<file path="config.mk">
export PLATFORM = sky130hd
export DESIGN_NAME = assist_target_pipe
export DESIGN_NICKNAME = d
export VERILOG_FILES = /design/src/rtl/assist_pkg.sv /design/src/rtl/assist_target_pipe_slew_limiter.sv /design/src/rtl/assist_target_pipe.sv
export SDC_FILE = /design/constraint.sdc
export NUM_CORES = 1
export LEC_CHECK = 0
export ABC_AREA = 1
export BUFFER_PORTS_ARGS = -buffer_cell sky130_fd_sc_hd__buf_2
export CAP_MARGIN = 10
export CORE_AREA = 2 2 169 171
export CTS_CLUSTER_SIZE = 12
export DETAILED_ROUTE_END_ITERATION = 10
export DIE_AREA = 0 0 171 173
export PLACE_DENSITY = 0.72
export RECOVER_POWER = 25
export SYNTH_ARGS = -nofsm -noshare
export SYNTH_HDL_FRONTEND = slang
export SYNTH_HIERARCHICAL = 1
export SYNTH_SLANG_ARGS = --single-unit
</file>
<file path="constraint.sdc">
create_clock -name clk -period 13.63 [get_ports clk]
set_input_delay 1.363 -clock clk [delete_from_list [all_inputs] [get_ports clk]]
set_output_delay 1.363 -clock clk [all_outputs]
set_load 0.05 [all_outputs]
</file>
<file path="src/rtl/assist_pkg.sv">
// Shared constants for the assist target pipeline: assist-level encoding,
// incline clamp bounds, cadence threshold and default torque deadband.
package assist_pkg;

  // Assist level encoding; level value doubles as the torque gain.
  localparam logic [1:0] ASSIST_OFF  = 2'd0;
  localparam logic [1:0] ASSIST_LOW  = 2'd1;
  localparam logic [1:0] ASSIST_MED  = 2'd2;
  localparam logic [1:0] ASSIST_HIGH = 2'd3;

  // Incline is first saturated to signed 10 bits, then offset into [0, 511].
  localparam int INCL_SAT_MIN = -512;
  localparam int INCL_SAT_MAX = 511;
  localparam int INCL_OFFSET  = 256;
  localparam int INCL_LIM_MAX = 511;

  // Cadence at or below this value counts as "not pedalling".
  localparam int CAD_THRESH = 1;

  // Torque below this offset is sensor noise / rider resting weight.
  localparam logic [11:0] TORQUE_MIN_DEF = 12'h380;

endpackage

</file>
<file path="src/rtl/assist_target_pipe_slew_limiter.sv">
// Output slew-rate limiter for the assist target current.
// Optional feature macro: BRAKE_CUT_EN adds brake_n, which forces the target
// to zero on the next clock edge and bypasses the slew logic.
module slew_limiter #(
  parameter int          CURR_W  = 12,
  parameter int unsigned SLEW_UP = 'h100,
  parameter int unsigned SLEW_DN = 0
) (
  input  logic              clk,
  input  logic              rst_n,
  input  logic              vld,
  input  logic [CURR_W-1:0] demand,
`ifdef BRAKE_CUT_EN
  input  logic              brake_n,
`endif
  output logic [CURR_W-1:0] target
);

  logic [CURR_W-1:0] target_next;
  logic [CURR_W:0]   diff_up;
  logic [CURR_W:0]   diff_dn;

  // Limit a step magnitude to the configured slew bound.
  function automatic logic [CURR_W:0] clamp_step(input logic [CURR_W:0] d,
                                                 input int unsigned   lim);
    if (32'(d) > lim) return (CURR_W+1)'(lim);
    return d;
  endfunction

  // Add with one carry bit; saturate at all-ones instead of wrapping.
  function automatic logic [CURR_W-1:0] sat_add(input logic [CURR_W-1:0] t,
                                                input logic [CURR_W:0]   s);
    logic [CURR_W:0] sum;
    sum = {1'b0, t} + s;
    return sum[CURR_W] ? '1 : sum[CURR_W-1:0];
  endfunction

  // Subtract with one borrow bit; saturate at zero instead of wrapping.
  function automatic logic [CURR_W-1:0] sat_sub(input logic [CURR_W-1:0] t,
                                                input logic [CURR_W:0]   s);
    logic [CURR_W:0] dif;
    dif = {1'b0, t} - s;
    return dif[CURR_W] ? '0 : dif[CURR_W-1:0];
  endfunction

  // Next target: move toward demand, bounded by SLEW_UP / SLEW_DN.
  always_comb begin
    target_next = target;
    diff_up     = {1'b0, demand} - {1'b0, target};
    diff_dn     = {1'b0, target} - {1'b0, demand};
    if (demand > target) begin
      target_next = sat_add(target, clamp_step(diff_up, SLEW_UP));
    end else if (demand < target) begin
      if (SLEW_DN == 0) target_next = demand;
      else              target_next = sat_sub(target, clamp_step(diff_dn, SLEW_DN));
    end
  end

  // Stage 4 register: update once per valid sample (brake overrides).
  always_ff @(posedge clk or negedge rst_n) begin
    if (!rst_n) begin
      target <= '0;
`ifdef BRAKE_CUT_EN
    end else if (!brake_n) begin
      target <= '0;
`endif
    end else if (vld) begin
      target <= target_next;
    end
  end

endmodule

</file>
<file path="src/rtl/assist_target_pipe.sv">
// Assist target pipeline: turns averaged torque, cadence, incline and assist
// level into a slew-limited motor target current through four stages
// (conditioning, partial products, product/saturate, slew).
// Optional feature macro: BRAKE_CUT_EN (adds brake_n, forces target to 0).
module assist_target_pipe
  import assist_pkg::*;
#(
  parameter int                   TORQUE_W   = 12,
  parameter int                   INCLINE_W  = 13,
  parameter int                   CAD_W      = 5,
  parameter int                   CURR_W     = 12,
  parameter logic [TORQUE_W-1:0]  TORQUE_MIN = TORQUE_W'(TORQUE_MIN_DEF),
  parameter int                   PROD_SHIFT = 14,
  parameter int unsigned          SLEW_UP    = 'h100,
  parameter int unsigned          SLEW_DN    = 0
) (
  input  logic                        clk,
  input  logic                        rst_n,
  input  logic                        in_vld,
  input  logic        [TORQUE_W-1:0]  avg_torque,
  input  logic        [CAD_W-1:0]     cadence_vec,
  input  logic signed [INCLINE_W-1:0] incline,
  input  logic        [1:0]           setting,
`ifdef BRAKE_CUT_EN
  input  logic                        brake_n,
`endif
  output logic        [CURR_W-1:0]    demand,
  output logic        [CURR_W-1:0]    target_curr,
  output logic                        out_vld
);

  localparam int A1_W   = TORQUE_W + 2;
  localparam int A2_W   = 9 + CAD_W + 1;
  localparam int PROD_W = A1_W + A2_W;
  localparam int SAT_W  = PROD_W + CURR_W;

  logic [TORQUE_W-1:0] torque_pos_p1;
  logic [8:0]          incline_lim_p1;
  logic [CAD_W:0]      cad_factor_p1;
  logic [1:0]          setting_p1;
  logic                vld_p1;

  logic [A1_W-1:0]     a1_p2;
  logic [A2_W-1:0]     a2_p2;
  logic                vld_p2;

  logic [PROD_W-1:0]   prod;
  logic                vld_p3;

  // Torque above the deadband, floored at zero via the borrow bit.
  function automatic logic [TORQUE_W-1:0] torque_floor(input logic [TORQUE_W-1:0] t);
    logic [TORQUE_W:0] d;
    d = {1'b0, t} - {1'b0, TORQUE_MIN};
    return d[TORQUE_W] ? '0 : d[TORQUE_W-1:0];
  endfunction

  // Saturate incline to signed 10 bits, offset it, clamp to [0, 511].
  function automatic logic [8:0] incline_limit(input logic signed [INCLINE_W-1:0] v);
    int s;
    s = 32'(v);
    if (s < INCL_SAT_MIN)      s = INCL_SAT_MIN;
    else if (s > INCL_SAT_MAX) s = INCL_SAT_MAX;
    s = s + INCL_OFFSET;
    if (s < 0)                 s = 0;
    else if (s > INCL_LIM_MAX) s = INCL_LIM_MAX;
    return 9'(s);
  endfunction

  // Cadence factor: zero when not pedalling, otherwise cadence + 2^CAD_W.
  function automatic logic [CAD_W:0] cad_scale(input logic [CAD_W-1:0] c);
    return (32'(c) <= CAD_THRESH) ? '0 : {1'b1, c};
  endfunction

  // Scale the product down; any bit above the output window saturates.
  function automatic logic [CURR_W-1:0] demand_sat(input logic [PROD_W-1:0] p);
    logic [SAT_W-1:0] ext;
    ext = SAT_W'(p);
    if ((ext >> (PROD_SHIFT + CURR_W)) != '0) return '1;
    ext = ext >> PROD_SHIFT;
    return ext[CURR_W-1:0];
  endfunction

  assign prod = PROD_W'(a1_p2) * PROD_W'(a2_p2);

  // Valid shift chain; always advances so the pipe never stalls.
  always_ff @(posedge clk or negedge rst_n) begin
    if (!rst_n) begin
      vld_p1  <= 1'b0;
      vld_p2  <= 1'b0;
      vld_p3  <= 1'b0;
      out_vld <= 1'b0;
    end else begin
      vld_p1  <= in_vld;
      vld_p2  <= vld_p1;
      vld_p3  <= vld_p2;
      out_vld <= vld_p3;
    end
  end

  // ---- Stage 1: input conditioning ----
  always_ff @(posedge clk or negedge rst_n) begin
    if (!rst_n) begin
      torque_pos_p1  <= '0;
      incline_lim_p1 <= '0;
      cad_factor_p1  <= '0;
      setting_p1     <= ASSIST_OFF;
    end else if (in_vld) begin
      torque_pos_p1  <= torque_floor(avg_torque);
      incline_lim_p1 <= incline_limit(incline);
      cad_factor_p1  <= cad_scale(cadence_vec);
      setting_p1     <= setting;
    end
  end

  // ---- Stage 2: full-width partial products ----
  always_ff @(posedge clk or negedge rst_n) begin
    if (!rst_n) begin
      a1_p2 <= '0;
      a2_p2 <= '0;
    end else if (vld_p1) begin
      a1_p2 <= A1_W'(torque_pos_p1) * A1_W'(setting_p1);
      a2_p2 <= A2_W'(incline_lim_p1) * A2_W'(cad_factor_p1);
    end
  end

  // ---- Stage 3: final product, scale and saturate to demand ----
  always_ff @(posedge clk or negedge rst_n) begin
    if (!rst_n) begin
      demand <= '0;
    end else if (vld_p2) begin
      demand <= demand_sat(prod);
    end
  end

  // ---- Stage 4: slew-limited target ----
  slew_limiter #(
    .CURR_W  (CURR_W),
    .SLEW_UP (SLEW_UP),
    .SLEW_DN (SLEW_DN)
  ) u_slew (
    .clk     (clk),
    .rst_n   (rst_n),
    .vld     (vld_p3),
    .demand  (demand),
`ifdef BRAKE_CUT_EN
    .brake_n (brake_n),
`endif
    .target  (target_curr)
  );

endmodule

</file>
After elaboration in Yosys (flattened, before gate mapping) --
Index checks and enable logic that the tools add are counted. W data, S select, Z words.
Cells by class: add/sub/neg operators 4, multipliers 3, order comparisons 8, mux-type cells 19, reduce and logical (&&, ||, !) cells 3
Operators with widths (count):
- $mux W32 | 3
- $mux W12 | 6
- $reduce_bool A41 Y1 | 1
- $mux W13 | 3
- $add A32 B10 Y32 const B | 1
- $gt A32 B10 Y1 const B | 1
- $lt A32 B1 Y1 const B | 1
- $mul A14 B15 Y29 | 1
- $mux W9 | 2
- $mul A9 B6 Y15 | 1
- $mul A12 B2 Y14 | 1
- $add A12 B13 Y13 | 1
- $gt A13 B10 Y1 const B | 1
- $gt A13 B9 Y1 const B | 1
- $lt A13 B10 Y1 const B | 1
- $sub A12 B10 Y13 const B | 1
- $sub A12 B12 Y13 | 1
- $gt A12 B12 Y1 | 1
- $lt A12 B12 Y1 | 1
- $mux W6 | 1
- $le A5 B1 Y1 const B | 1
- $mux W1 | 4
- $reduce_and A2 Y1 | 1
- $reduce_bool A2 Y1 | 1
Storage, ports and cells: flip-flop bits (word level) 86, bits of input ports 35, output and inout port bits 25, word-level logic and storage cells 49

Longest topological paths before layout --
depth in word-level cells 9, mapped depth 31, mapped depth without buffers 29

Hierarchy --
Netlist, hierarchy kept.
By module, submodules not included:
- assist_target_pipe | times used 1, cells an instance 1819, area an instance 13035.0 sq um, sequential area each 1851.8 sq um
- slew_limiter | times used 1, cells an instance 346, area an instance 2053.2 sq um, sequential area each 300.3 sq um

Worst setup path after synthesis --
No wires, ideal clock.
kind register to register, start reg a1_p2[13], end reg demand[11], library setup time 0.120 ns, data arrival time 5.452 ns, required time 13.510 ns, path slack 8.059 ns, stages on the path, launching flop included 25, buffers on the path 2, period minus slack after synthesis 5.571 ns, cells stage by stage dfrtp_1 > clkbuf_1 > clkbuf_1 > nand2_1 > fa_1 > fa_1 > inv_1 > fa_1 > fa_1 > fa_1 > inv_1 > fa_1 > inv_1 > ha_1 > nand2_1 > nor2_1 > inv_1 > nor3_2 > o21ai_1 > nand2_1 > nand2_1 > nand2_4 > nand3_4 > nor2_1 > nor2_1
Between the ends: longest elaborated chain between the ends 5
Ends and longest elaborated chain:
- start: declaration | RTL line assist_target_pipe.sv:43 | logic [A1_W-1:0] a1_p2;
- start signal: assignment | RTL line assist_target_pipe.sv:121 | a1_p2 <= A1_W'(torque_pos_p1) * A1_W'(setting_p1);
- $mul A14 B15 Y29 * | RTL line assist_target_pipe.sv:83 | assign prod = PROD_W'(a1_p2) * PROD_W'(a2_p2);
- $reduce_bool A41 Y1 | RTL line assist_target_pipe.sv:78 | if ((ext >> (PROD_SHIFT + CURR_W)) != '0) return '1;
- $mux W1 | RTL line assist_target_pipe.sv:78
- $mux W1 | RTL line assist_target_pipe.sv:130 | end else if (vld_p2) begin
- $mux W12 * | RTL line assist_target_pipe.sv:79 | ext = ext >> PROD_SHIFT;
- end signal: assignment | RTL line assist_target_pipe.sv:131 | demand <= demand_sat(prod);
- end: declaration | RTL line assist_target_pipe.sv:27 | output logic [CURR_W-1:0] demand,
Every way passes the cells marked *; elsewhere a longest branch is shown, timed or not. The select of a mux whose other input is x is not followed. A chain may end at the register's enable or synchronous reset.

Final worst setup path --
start reg a2_p2[7], end reg demand[10]
Between the ends: longest elaborated chain between the ends 5
Ends and longest elaborated chain:
- start: declaration | RTL line assist_target_pipe.sv:44 | logic [A2_W-1:0] a2_p2;
- start signal: assignment | RTL line assist_target_pipe.sv:122 | a2_p2 <= A2_W'(incline_lim_p1) * A2_W'(cad_factor_p1);
- $mul A14 B15 Y29 * | RTL line assist_target_pipe.sv:83
- $reduce_bool A41 Y1 | RTL line assist_target_pipe.sv:78
- $mux W1 | RTL line assist_target_pipe.sv:78
- $mux W1 | RTL line assist_target_pipe.sv:130
- $mux W12 * | RTL line assist_target_pipe.sv:79
Marked as above.

==> results.txt <==
----------------------------------------------------
[Power and ir drop]
  Proportion of power drawn by the clock network ... 7.9%
  Max rail drop VDD ... around 0.00016 V
  Share of total power consumed by net switching ... 59.3%
  Register share of total power ... between 10% and 20%
  Static leakage ... between 0.009 and 0.01 uW
  Total internal power ... around 1400 uW
  Power Density ... about 220 nW/um^2
  Fraction of power consumed by combinational cells ... roughly three quarters
  Total power consumption of the routed design ... between 3000 and 4000 uW
  Power dissipated by switching net loads ... between 2000 and 2500 uW

[Timing]
  Post-route fraction of the period consumed by the critical path ... ~44%
  Shortest period the worst path allows ... between 5 and 6 ns
  Actual slew at the worst max-slew pin ... approximately 4.5 ns
  Hold Vio Cnt, Final ... 0
  Max-slew headroom ... -200%
  Setup repair after global routing missed its margin ... false
  Post-route worst hold slack ... approximately 0.48 ns
  Number of endpoints failing setup at the final stage ... 0
  Highest achievable clock rate ... about 0.17 GHz
  Worst path setup slack after routing ... approximately 7.6 ns
  Number of pins exceeding their max-slew limit in the final report ... ~130
  Worst clock skew ... 0.0108 ns
  Total Negative Setup Slacks ... 0 ns

[Outcome]
  Status ... finished with violations
  Violated checks ... capacitance limit, slew limit

[Layout]
  Nets ... 2,544
  Fraction of final layout cells with drive strength greater than 1 ... under 10%
  ANT cells ... 0
  Layout Area Growth over Synthesis ... 5.36%

[Clocking]
  Cell at the root of the clock tree ... sky130_fd_sc_hd__clkbuf_16
  Hold bufs inserted after CTS ... 0
  CTS tree ... done
  Source-to-sink clock delay at the later pin of the worst-skew pair ... ~0.36 ns
  Number of H-tree levels ... 3
  Clock-pin slew on the worst setup and hold paths ... about 0.070 ns
  # Post-CTS Setup Buffers ... 0
  Post-CTS Resized ... 0
  Total clock buffers created by CTS ... 9
  Max clock buf depth ... 2
  CTS sink count ... 86

[Worst setup path]
  Crit path launch type ... register
  Required time of the critical path ... approximately 14 ns
  WS Path Type ... register to register
  Reg-to-reg critical path startpoint ... a2_p2[7]
  Endpoint type of the worst setup path ... register
  CP startpoint ... a2_p2[7]
  Critical path destination ... demand[10]
  R2R Path End ... demand[10]
  Flop-to-flop setup slack ... about 7.6 ns
  Path depth of the worst reg2reg path ... 22
  CP Max Fanout ... 15
  Arrival time at the worst endpoint ... about 6.2 ns

[Logic synthesis]
  Number of synthesized flops with an enable pin ... 0
  Count of yosys warnings during synthesis ... 6
  Combined area of all synthesized cells ... approximately 15,000 um^2
  Portion of the post-synthesis area used by sequential elements ... around 14%
  Largest area contributor in the netlist ... sky130_fd_sc_hd__fa_1
  Syn Inst Count ... roughly 2,200
  Total of flip-flops plus latches after synthesis ... 86
  Most common cell in the netlist ... sky130_fd_sc_hd__nand2_1
  Largest cells by area after synthesis ... sky130_fd_sc_hd__fa_1, sky130_fd_sc_hd__nand2_1, sky130_fd_sc_hd__dfrtp_1, sky130_fd_sc_hd__ha_1, sky130_fd_sc_hd__inv_1
  Ranking of synthesized cells by instance count ... sky130_fd_sc_hd__nand2_1, sky130_fd_sc_hd__inv_1, sky130_fd_sc_hd__fa_1
  Count of cell types in the netlist ... about 50
  Ys flop type ... sky130_fd_sc_hd__dfrtp_1
  Share of Yosys cell area claimed by the top area cell type ... between 20% and 30%
  Post-Synthesis Mean Instance Area ... 6.97 um^2
  Async set-or-reset flop fraction in the synthesized netlist ... 100%

[Global routing]
  Initial antenna violation count ... 0
  Global router's overall resource usage ... about a quarter
  First-pass GRT wire length ... ~63,000 um
  Vias in the first global route ... around 13,000
  Largest net degree at the start of global routing ... 78
  Overall overflow remaining after global route ... 0

[Floorplan]
  Starting density of the core ... 54.6%
  Number of rows in the core area ... roughly 60
  Count of boundary I/O pins ... 60
  Horizontal extent of the die ... 171 um
  Core Area ... 27,600 um^2
  Die ar. ... between 20,000 and 30,000 um^2
  Die Ht ... about 170 um

[Place]
  Number of buffer cells added on primary ports ... slightly below 60
  Dpl hpwl ... between 20,000 and 30,000 um
  GPL Wtd Cong ... ~0.9
  DP Worst Slack ... ~7.7 ns

[Drt]
  Iteration count of the initial detailed-routing pass ... 5
  Drt drc ... 0
  Post-detailed-route wirelength per cell ... roughly 14 um
  DRC marker count from the first detailed-route iteration ... 851
  Routed Wire Length ... 36,500 um
  Routed via count ... 13,300
  Antenna-violating nets left ... 0
  Routed via count divided by cell count ... slightly above 5

[Job]
  Max-capacitance violation count ... 2

[Hold path]
  Type of the worst min-delay path ... register to register
  Worst Hold Depth ... 0

----------------------------------------------------
## placed cells by master (no fill, tap or decap), types with 2 or more instances in the layout
master / n
sky130_fd_sc_hd__nand2_1: 714
sky130_fd_sc_hd__inv_1: 514
sky130_fd_sc_hd__fa_1: 184
sky130_fd_sc_hd__ha_1: 155
sky130_fd_sc_hd__nor2_1: 108
sky130_fd_sc_hd__dfrtp_1: 86
sky130_fd_sc_hd__nand3_1: 85
sky130_fd_sc_hd__a21oi_1: 60
sky130_fd_sc_hd__buf_2: 57
sky130_fd_sc_hd__o21ai_0: 44
sky130_fd_sc_hd__nand4_1: 19
sky130_fd_sc_hd__xnor2_1: 14
sky130_fd_sc_hd__xor2_1: 12
sky130_fd_sc_hd__nand2_2: 12
sky130_fd_sc_hd__nor3_1: 9
sky130_fd_sc_hd__clkbuf_16: 9
sky130_fd_sc_hd__o21ai_1: 8
sky130_fd_sc_hd__or2_2: 8
sky130_fd_sc_hd__nor2_2: 6
sky130_fd_sc_hd__a31oi_1: 5
sky130_fd_sc_hd__a21o_1: 5
sky130_fd_sc_hd__clkbuf_1: 5
sky130_fd_sc_hd__o21bai_1: 4
sky130_fd_sc_hd__nand3b_1: 4
sky130_fd_sc_hd__o221ai_1: 4
sky130_fd_sc_hd__o31ai_1: 3
sky130_fd_sc_hd__nor2_4: 3
sky130_fd_sc_hd__inv_2: 3
sky130_fd_sc_hd__nand2_4: 3
sky130_fd_sc_hd__inv_8: 3
sky130_fd_sc_hd__conb_1: 3
sky130_fd_sc_hd__o21a_1: 2
sky130_fd_sc_hd__a21oi_2: 2
sky130_fd_sc_hd__nor4_1: 2
sky130_fd_sc_hd__inv_6: 2
sky130_fd_sc_hd__o22ai_1: 2
## per-stage QoR
step | utilization (%) | area (um^2) | cells
3_3_place_gp | 56.5 | 15600 | 2537
3_5_place_dp | 56.5 | 15600 | 2537
6_report | 57.5 | 15900 | 2553
2_1_floorplan | - | 15100 | 2167
4_1_cts | 57.6 | 15900 | 2553
5_1_grt | 57.5 | 15900 | 2553
## final cells by class
class | count | area (um^2)
clock buffers | 9 | 225
clock inverters | 7 | 88.8
fillers | 2696 | 11700
inverters | 517 | 1940
multi-input cells | 1494 | 10700
flip-flops and latches | 86 | 2150
well taps | 378 | 473
repair buffers | 62 | 304
## logic make-up (layout without fill, tap and decap cells)
family                     after synthesis  in the layout  synth area share, %
and+or+nand+nor                        979            979                 26.6
buffers and inverters                  587            595                 14.8
xor gates and xnor gates                26             26                 1.51
other                                    1              3               0.0249
DFF                                     86             86                 14.3
AOI/OAI and AO/OA                      147            147                 5.54
adders and majority gates              339            339                 37.3
## flip-flops by register name, summed over array words and instances, names as in the netlist, 2 cells and up
name and flops:
demand 12, a1_p2 14, incline_lim_p1 9, setting_p1 2, a2_p2 15, cad_factor_p1 6
u_slew/target 12, torque_pos_p1 12
## worst max-delay path: stages (launching register included)
cell	delay [ns]
sky130_fd_sc_hd__dfrtp_1	0.62
sky130_fd_sc_hd__nand2_1	0.17
sky130_fd_sc_hd__inv_1	0.07
sky130_fd_sc_hd__fa_1	0.54
sky130_fd_sc_hd__inv_1	0.06
sky130_fd_sc_hd__fa_1	0.51
sky130_fd_sc_hd__fa_1	0.55
sky130_fd_sc_hd__inv_1	0.06
sky130_fd_sc_hd__fa_1	0.51
sky130_fd_sc_hd__fa_1	0.53
sky130_fd_sc_hd__ha_1	0.32
sky130_fd_sc_hd__ha_1	0.38
sky130_fd_sc_hd__nand2_1	0.17
sky130_fd_sc_hd__inv_1	0.11
sky130_fd_sc_hd__nand2_1	0.12
sky130_fd_sc_hd__nor3_1	0.41
sky130_fd_sc_hd__nand3_1	0.19
sky130_fd_sc_hd__nand2_1	0.10
sky130_fd_sc_hd__nand2_1	0.06
sky130_fd_sc_hd__nand2_2	0.15
sky130_fd_sc_hd__nand3_4	0.11
sky130_fd_sc_hd__nor2_1	0.11
sky130_fd_sc_hd__nor2_1	0.04
## worst min path at each step
stage | end | slack [ns] | start
3_5_place_dp | out_vld | 0.47 | vld_p3
3_3_place_gp | out_vld | 0.48 | vld_p3
4_1_cts | out_vld | 0.48 | vld_p3
6_report | out_vld | 0.48 | vld_p3
2_1_floorplan | out_vld | 0.37 | vld_p3
5_1_grt | out_vld | 0.50 | vld_p3
## per-layer routing
layer | vias up | part of all wire [%] | track usage, %
met1 | 6328 | 44 | 35.2
met2 | 429 | 46 | 43.1
met4 | 0 | 2.6 | 8.30
met3 | 67 | 7.1 | 4.19
li1 | 6431 | - | -
met5 | - | 0 | 0
## power by group through the flow
stage                     Sequential [uW]  Combinational (uW)  Clock (uW)
after floorplan                       511                2000           0
after global placement                529                2590           0
after global routing                  548                3030         287
after detailed placement              531                2620           0
after CTS                             527                2650         276
final                                 534                2630         272
No activity file was read; power rests on OpenSTA's default activity.
